`config.mk`:
```
export PLATFORM = sky130hd
export DESIGN_NAME = chimp_round_ctrl
export DESIGN_NICKNAME = d
export VERILOG_FILES = /design/src/rtl/chimp_round_ctrl.sv
export SDC_FILE = /design/constraint.sdc
export NUM_CORES = 1
export LEC_CHECK = 0
export CAP_MARGIN = 40
export CORE_UTILIZATION = 25
export CTS_BUF_LIST = sky130_fd_sc_hd__clkbuf_4 sky130_fd_sc_hd__clkbuf_8
export DETAILED_ROUTE_END_ITERATION = 6
export SYNTH_ARGS = -nofsm -noshare
export SYNTH_HDL_FRONTEND = slang
export SYNTH_SLANG_ARGS = --single-unit
```
`constraint.sdc`:
```
create_clock -name clk -period 2.1 [get_ports clk]
set_input_delay 0.315 -clock clk [delete_from_list [all_inputs] [get_ports clk]]
set_output_delay 0.315 -clock clk [all_outputs]
set_load 0.05 [all_outputs]
```
`src/rtl/chimp_round_ctrl.sv`:
```
// Round/level sequencer for the chimp memory test: clears and loads the board, runs the
// show/play phases, scores each round and tracks level, strikes and game over.
module chimp_round_ctrl #(
    parameter int START_LEVEL   = 4,
    parameter int MAX_LEVEL     = 31,
    parameter int MAX_STRIKES   = 3,
    parameter int RESULT_CYCLES = 50000000
) (
    input  logic       clk,
    input  logic       iResetn,
    input  logic       iStart,
    input  logic       iAbort,
    input  logic       iDoneLoad,
    input  logic       iChoseCorrect,
    input  logic       iChoseWrong,
    output logic       oResetBoard,
    output logic       oLoadEnable,
    output logic [4:0] oNumToLoad,
    output logic       oShowEnable,
    output logic [4:0] oNumToChoose,
    output logic [4:0] oLevel,
    output logic [1:0] oStrikes,
    output logic       oRoundPass,
    output logic       oGameOver,
    output logic       oGameWon,
    output logic [2:0] oDbgState
);
    localparam int            CW        = (RESULT_CYCLES > 1) ? $clog2(RESULT_CYCLES) : 1;
    localparam logic [CW-1:0] CNT_LAST  = CW'(RESULT_CYCLES - 1);
    localparam logic [4:0]    LVL_START = 5'(START_LEVEL);
    localparam logic [4:0]    LVL_MAX   = 5'(MAX_LEVEL);
    localparam logic [1:0]    STK_MAX   = 2'(MAX_STRIKES);

    typedef enum logic [2:0] {
        S_IDLE   = 3'd0,
        S_CLEAR  = 3'd1,
        S_LOAD   = 3'd2,
        S_SHOW   = 3'd3,
        S_PLAY   = 3'd4,
        S_RESULT = 3'd5,
        S_OVER   = 3'd6
    } state_t;

    state_t        state_q, state_d;
    logic [CW-1:0] cnt_q, cnt_d;
    logic          pass_q, pass_d;
    logic          reset_board_q, reset_board_d;
    logic          load_en_q, load_en_d;
    logic [4:0]    num_load_q, num_load_d;
    logic          show_q, show_d;
    logic [4:0]    num_choose_q, num_choose_d;
    logic [4:0]    level_q, level_d;
    logic [1:0]    strikes_q, strikes_d;
    logic          round_pass_q, round_pass_d;
    logic          over_q, over_d;
    logic          won_q, won_d;
    logic [1:0]    strikes_inc;

    // Load handshake: oLoadEnable stays high while oNumToLoad is pending; each iDoneLoad
    // seen in LOAD acknowledges exactly one number and advances to the next one.
    always_comb begin
        state_d      = state_q;
        cnt_d        = cnt_q;
        pass_d       = pass_q;
        num_load_d   = num_load_q;
        num_choose_d = num_choose_q;
        level_d      = level_q;
        strikes_d    = strikes_q;
        won_d        = won_q;
        round_pass_d = 1'b0;
        strikes_inc  = strikes_q + 2'd1;

        if (iAbort) begin
            state_d      = S_IDLE;
            cnt_d        = '0;
            pass_d       = 1'b0;
            num_load_d   = '0;
            num_choose_d = '0;
            level_d      = LVL_START;
            strikes_d    = '0;
            won_d        = 1'b0;
        end else begin
            case (state_q)
                S_IDLE, S_OVER: begin
                    if (iStart) begin
                        state_d   = S_CLEAR;
                        level_d   = LVL_START;
                        strikes_d = '0;
                        won_d     = 1'b0;
                    end
                end
                S_CLEAR: begin
                    state_d    = S_LOAD;
                    num_load_d = 5'd1;
                end
                S_LOAD: begin
                    if (iDoneLoad) begin
                        if (num_load_q == level_q) begin
                            state_d      = S_SHOW;
                            num_choose_d = 5'd1;
                        end else begin
                            num_load_d = num_load_q + 5'd1;
                        end
                    end
                end
                S_SHOW, S_PLAY: begin
                    // A simultaneous correct and wrong pulse counts as wrong.
                    if (iChoseWrong) begin
                        state_d = S_RESULT;
                        pass_d  = 1'b0;
                        cnt_d   = '0;
                    end else if (iChoseCorrect) begin
                        if (num_choose_q == level_q) begin
                            state_d = S_RESULT;
                            pass_d  = 1'b1;
                            cnt_d   = '0;
                        end else begin
                            state_d      = S_PLAY;
                            num_choose_d = num_choose_q + 5'd1;
                        end
                    end
                end
                S_RESULT: begin
                    if (cnt_q == CNT_LAST) begin
                        cnt_d = '0;
                        if (pass_q) begin
                            round_pass_d = 1'b1;
                            if (level_q == LVL_MAX) begin
                                state_d = S_OVER;
                                won_d   = 1'b1;
                            end else begin
                                state_d = S_CLEAR;
                                level_d = level_q + 5'd1;
                            end
                        end else begin
                            strikes_d = strikes_inc;
                            state_d   = (strikes_inc == STK_MAX) ? S_OVER : S_CLEAR;
                        end
                    end else begin
                        cnt_d = cnt_q + 1'b1;
                    end
                end
                default: state_d = S_IDLE;
            endcase
        end

        // Output flags are derived from the next state so they are registered alongside it.
        reset_board_d = iAbort || (state_d == S_CLEAR);
        load_en_d     = (state_d == S_LOAD);
        show_d        = (state_d == S_SHOW) || (state_d == S_RESULT) || (state_d == S_OVER);
        over_d        = (state_d == S_OVER);
    end

    always_ff @(posedge clk or negedge iResetn) begin
        if (!iResetn) begin
            state_q       <= S_IDLE;
            cnt_q         <= '0;
            pass_q        <= 1'b0;
            reset_board_q <= 1'b0;
            load_en_q     <= 1'b0;
            num_load_q    <= '0;
            show_q        <= 1'b0;
            num_choose_q  <= '0;
            level_q       <= LVL_START;
            strikes_q     <= '0;
            round_pass_q  <= 1'b0;
            over_q        <= 1'b0;
            won_q         <= 1'b0;
        end else begin
            state_q       <= state_d;
            cnt_q         <= cnt_d;
            pass_q        <= pass_d;
            reset_board_q <= reset_board_d;
            load_en_q     <= load_en_d;
            num_load_q    <= num_load_d;
            show_q        <= show_d;
            num_choose_q  <= num_choose_d;
            level_q       <= level_d;
            strikes_q     <= strikes_d;
            round_pass_q  <= round_pass_d;
            over_q        <= over_d;
            won_q         <= won_d;
        end
    end

    assign oResetBoard  = reset_board_q;
    assign oLoadEnable  = load_en_q;
    assign oNumToLoad   = num_load_q;
    assign oShowEnable  = show_q;
    assign oNumToChoose = num_choose_q;
    assign oLevel       = level_q;
    assign oStrikes     = strikes_q;
    assign oRoundPass   = round_pass_q;
    assign oGameOver    = over_q;
    assign oGameWon     = won_q;
    assign oDbgState    = state_q;

endmodule

```
Word-level counts from Yosys, hierarchy flattened
Cells that the tools add are included.
- register bits after elaboration: 53
- input port bits: 7
- output and inout bits: 26
- word-level logic and storage cells: 123
- $add $sub $neg: 5
- equality and inequality tests: 30
- multiplexer cells: 55
- reductions and logical operators: 20
- operators with widths (operator ; number):
    two-way mux 26 bit ; 5
    two-way mux 5 bit ; 14
    case mux 26 bit (2 select lines) ; 1
    != test 3 bit (second input constant) ; 12
    two-way mux 3 bit ; 10
    case mux 5 bit (2 select lines) ; 3
    adder 26 x 1 -> 26 bit (second input constant) ; 1
    equality test 26 bit (second input constant) ; 1
    nonzero test 3 bit ; 6
    adder 5 x 1 -> 5 bit (second input constant) ; 3
    equality test 3 bit (second input constant) ; 5
    two-way mux 1 bit ; 15
    case mux 3 bit (5 select lines) ; 1
    equality test 3 x 2 -> 1 bit (second input constant) ; 4
    equality test 5 bit ; 2
    AND reduction 5 bit ; 2
    AND reduction 3 bit ; 3
    two-way mux 2 bit ; 4
    != test 4 bit (second input constant) ; 2
    equality test 3 x 1 -> 1 bit (second input constant) ; 2
    AND reduction 6 bit ; 1
    equality test 5 bit (second input constant) ; 1
    case mux 2 bit (2 select lines) ; 1
    AND reduction 4 bit ; 1
    other kinds (7) ; 10

Logic depth before layout (Yosys ltp)
- word-level depth: 10
- depth in mapped cells: 9

Worst setup path before layout
OpenSTA, ideal clock, no wires.
- kind: register -> register
- from: reg level_q[0] (netlist: oLevel[0])
- to: reg reset_board_q (netlist: oResetBoard)
- data arrival time: 2.321 ns
- slack: -0.286 ns
- stages on the path, launching flop included: 9
- path through: dfrtp_1 ha_1 and3_1 ha_1 mux2i_1 nor3_4 or2_2 a21oi_1 a31o_2
- cells in the longest elaborated chain, start to end: 8
- elaborated cells on any way between the ends: 15
- ends and longest elaborated chain (item ; RTL line ; text):
    start, declared ; 52 ; logic [4:0] level_q, level_d;
    start signal, assigned ; 178 ; level_q <= level_d;
    equality test 5 bit, on equally long branches ; 128, 113 ;
    two-way mux 3 bit / two-way mux 1 bit (equally long branches) ; 128, 113 ;
    two-way mux 3 bit, on equally long branches ; 126, 112 ;
    two-way mux 3 bit, on equally long branches ; 124, 108 ;
    case mux 3 bit (5 select lines) * ; 83 ; case (state_q)
    two-way mux 3 bit * ; 73 ; if (iAbort) begin
    named net state_d[0] ; 44 ; state_t state_q, state_d;
    equality test 3 x 1 -> 1 bit * ; 148 ; reset_board_d = iAbort || (state_d == S_CLEAR);
    logical OR 1 bit * ; 148 ;
    named net reset_board_d ; 47 ; logic reset_board_q, reset_board_d;
    end signal, assigned ; 173 ; reset_board_q <= reset_board_d;
    end, declared ; 47 ;
The timed path passes the listed nets; every way through them passes the cells marked *.
A chain may end at the register's enable or synchronous reset.

Worst setup path after layout
- from: reg level_q[2] (netlist: oLevel[2])
- to: reg cnt_q[25]
- cells in the longest elaborated chain, start to end: 3
- ends and longest elaborated chain (item ; RTL line ; text):
    equality test 5 bit ; 113 ; if (num_choose_q == level_q) begin
    != test 4 bit (no source line) ; -- ;
    AND reduction 3 bit (no source line) ; -- ;
    end signal, assigned ; 171 ; cnt_q <= cnt_d;
    end, declared ; 45 ; logic [CW-1:0] cnt_q, cnt_d;
No other way between the ends.

==> flow_summary.yaml <==
yosys:
  syn_nets: 350
  ys_types: 62
  synthMuxAreaShare: 0.00671
  synth.yosys.warnings: 0
  synth_xor_area_frac: 0.0829
  ys.flop_type: "dfrtp_1"
  synth-compound-area-share: 0.148
  synth-edff-count: 0
  synth_simple_gate_area_frac: 0.282
  async_reset_ff_frac: 1.00
  syn_avg_cell_area_um2: 9.40
  seq_area_frac_synth: 0.419
  synth_fa_ha_area_frac: 0.0237
  synth_top_family_by_area: "simple AND/OR/NAND/NOR gates"
  syn_inst: 337
  synth_seq_cells: 53
  syn-cell-area_um2: 3170
routing:
  vias: 2921
  drt_first_pass_iters: 4
  drc: 0
  ant_nets: 0
  avgRoutedWirePerCell_um: 13.7
  first_iter_violations: 147
  routed_via_density: 4.86
  wirelength_mm: 8.25
power_and_ir_drop:
  power.share.sequential: 0.511
  clkPwrFrac: 0.292
  p_int_uw: 1490
  swShare: 0.285
  power_switching_uw: 593
  p_leak_uw: 0.00186
  power_density_nw_per_um2: 465
  p_comb_frac: 0.197
  vdd_ir_drop_max_v: 0.000238
timing:
  maxClockFrequency_mhz: 476
  tightest_slew_ns: 0.521
  hold_violations: 0
  grt_setup_unrepaired: "true"
  fin_skew_ns: 0.0110
  period_needed_ns: 2.10
  slew_viol_final: 0
  slew_headroom: 0.650
  post-route-period-util: 1.00
  setup_viol: 0
  setup-tns-final_ns: 0
setup_path:
  crit_type: "reg -> reg"
  cp_max_fo: 5
  crit_arrival_ns: 2.33
  worstSetupStartpointType: "flip-flop"
  cp-end-kind: "flip-flop"
  critPathRequiredTime_ns: 2.33
layout:
  mostFrequentLayoutCells: "59 x buf_4, 42 x dfrtp_1, 37 x nor2_1, 30 x clkdlybuf4s50_1, 23 x nand2_1"
  num_antenna_cells: 0
  final_nets: 445
  final_common_cell: "buf_4"
  fill_cells: 1214
  final_area_um2: 4470
  drive_gt1_frac: 0.328
  area_delta_synth_final_pct: 41.1
die:
  die_x_um: 115
  die_area_um2: 13100
  start_util: 0.261
  core_area_um2: 12200
  dieHeight_um: 115
  rows: 40
  ioPinCount: 33
worst_hold_path:
  hold_class: "in -> async"
clocking:
  clk_latency_ns: 0.31
  clk_transition_reported_paths_ns: 0.10
  cts_tree: "yes"
  cts_sinks: 53
  clockRootBuffer: "clkbuf_8"
  clock_path_buffers: 2
  cts_made_buffers: 5
  h-tree-depth: 2
grt:
  grt_pass1_wl_mm: 13.3
  grt_max_degree: 54
  grt.overflow.total: 0
  antenna_found_initial: 0
  grt.total_usage: 0.128
  grt_pass1_vias: 2760
place:
  hpwl_mm: 5.94
  port_buffers: 32
  dpl_cell_area_um2: 4130
  gp_congestion: 0.880
run:
  max_cap_viol_count: 0
status:
  outcome: "completed"
==> flip-flops by register name, summed over array words and instances, names as in the netlist, 2 cells and up <==
name          count
cnt_q            26
oDbgState         3
oLevel            5
oNumToChoose      5
oNumToLoad        5
oStrikes          2
==> power by group through the flow <==
stage	Sequential (µW)	Combinational [µW]	Clock, µW
floorplan	1140	142	0
global placement	1080	367	0
detailed placement	1080	371	0
CTS	1060	373	625
global route	1070	443	664
finish	1060	410	607
==> final cells by class <==
type                            count  area [µm²]  share of cell area
Tap cell                          168         210              0.0470
Sequential cell                    53        1340               0.301
Multi-Input combinational cell    261        1910               0.427
Timing Repair Buffer              100         877               0.196
Inverter                           11        41.3             0.00923
Clock buffer                        8        91.3              0.0204
==> worst paths after layout <==
check                                        startpoint                   endpoint  slack (ns)  cells past startpoint
worst max-delay path              oLevel[2]$_DFFE_PN1P_      cnt_q[25]$_DFFE_PN0P_      0.0008                      6
worst min-delay path                            iResetn  oNumToLoad[3]$_DFFE_PN0P_        0.52                      3
worst max register to register    oLevel[2]$_DFFE_PN1P_      cnt_q[25]$_DFFE_PN0P_      0.0008                      6
worst min register to register  oStrikes[0]$_DFFE_PN0P_    oStrikes[0]$_DFFE_PN0P_        0.52                      1
max in group asynchronous                       iResetn      oLevel[2]$_DFFE_PN1P_        1.30                      3
min in group clk                oStrikes[0]$_DFFE_PN0P_    oStrikes[0]$_DFFE_PN0P_        0.52                      1
==> layer usage <==
metal / global-route usage / share of wire / vias to the layer above
li1: - / - / 1413
met1: 0.173 / 0.47 / 1444
met2: 0.208 / 0.48 / 55
met3: 0.0212 / 0.036 / 9
met4: 0.0390 / 0.012 / 0
met5: 0 / 0 / -
==> cells in the mapped netlist, types with 4 or more instances <==
library cell | count | area share
o31ai_1 | 10 | 0.024
dfrtp_1 | 52 | 0.41
a31oi_1 | 5 | 0.0099
a21oi_1 | 17 | 0.027
and3_1 | 6 | 0.012
nor2_1 | 38 | 0.045
ha_1 | 6 | 0.024
xor2_1 | 21 | 0.058
inv_1 | 11 | 0.013
nor3_1 | 10 | 0.016
nand3_1 | 18 | 0.028
buf_2 | 4 | 0.0063
nand2_1 | 26 | 0.031
nand4_1 | 15 | 0.030
xnor2_1 | 9 | 0.025
o21ai_0 | 19 | 0.030
==> cells by family (layout without fill, tap and decap cells) <==
| family | count (synthesis) | count (layout) |
|---|---|---|
| xor+xnor | 30 | 30 |
| fa+ha+maj | 6 | 6 |
| simple gates | 153 | 153 |
| flops | 53 | 53 |
| mux | 2 | 2 |
| buf+inv | 23 | 119 |
| compound gates | 70 | 70 |
==> per-stage QoR <==
stage / power [µW] / hold slack, ns / setup WS (ns) / util / std cells
finish: 2080 / 0.521 / 0.000818 / 0.368 / 601
CTS: 2060 / 0.000131 / -0.00572 / 0.349 / 593
global route: 2170 / 0.544 / -0.0948 / 0.368 / 601
global placement: 1450 / 0.336 / 0.0153 / 0.340 / 585
detailed placement: 1450 / 0.339 / -0.0373 / 0.340 / 585
floorplan: 1290 / 0.0194 / -0.0285 / - / 337
==> worst max-delay path: stages, from the launching register on <==
cell and delay (ns):
dfstp_4 0.66, xnor2_2 0.11, nand4_1 0.19, o2111ai_4 0.32, nand2_2 0.11, or4_4 0.49
a21oi_2 0.13
==> timing repair <==
action | CTS | global route
setup endpoints to repair | 18 | 33
hold endpoints to repair | 0 | 7
resized for setup | 3 | 40
hold buffers | 0 | 1
buffers inserted | 0 | 7
pin swaps | 2 | 22
Note: power is estimated with default switching activity, not from simulation.
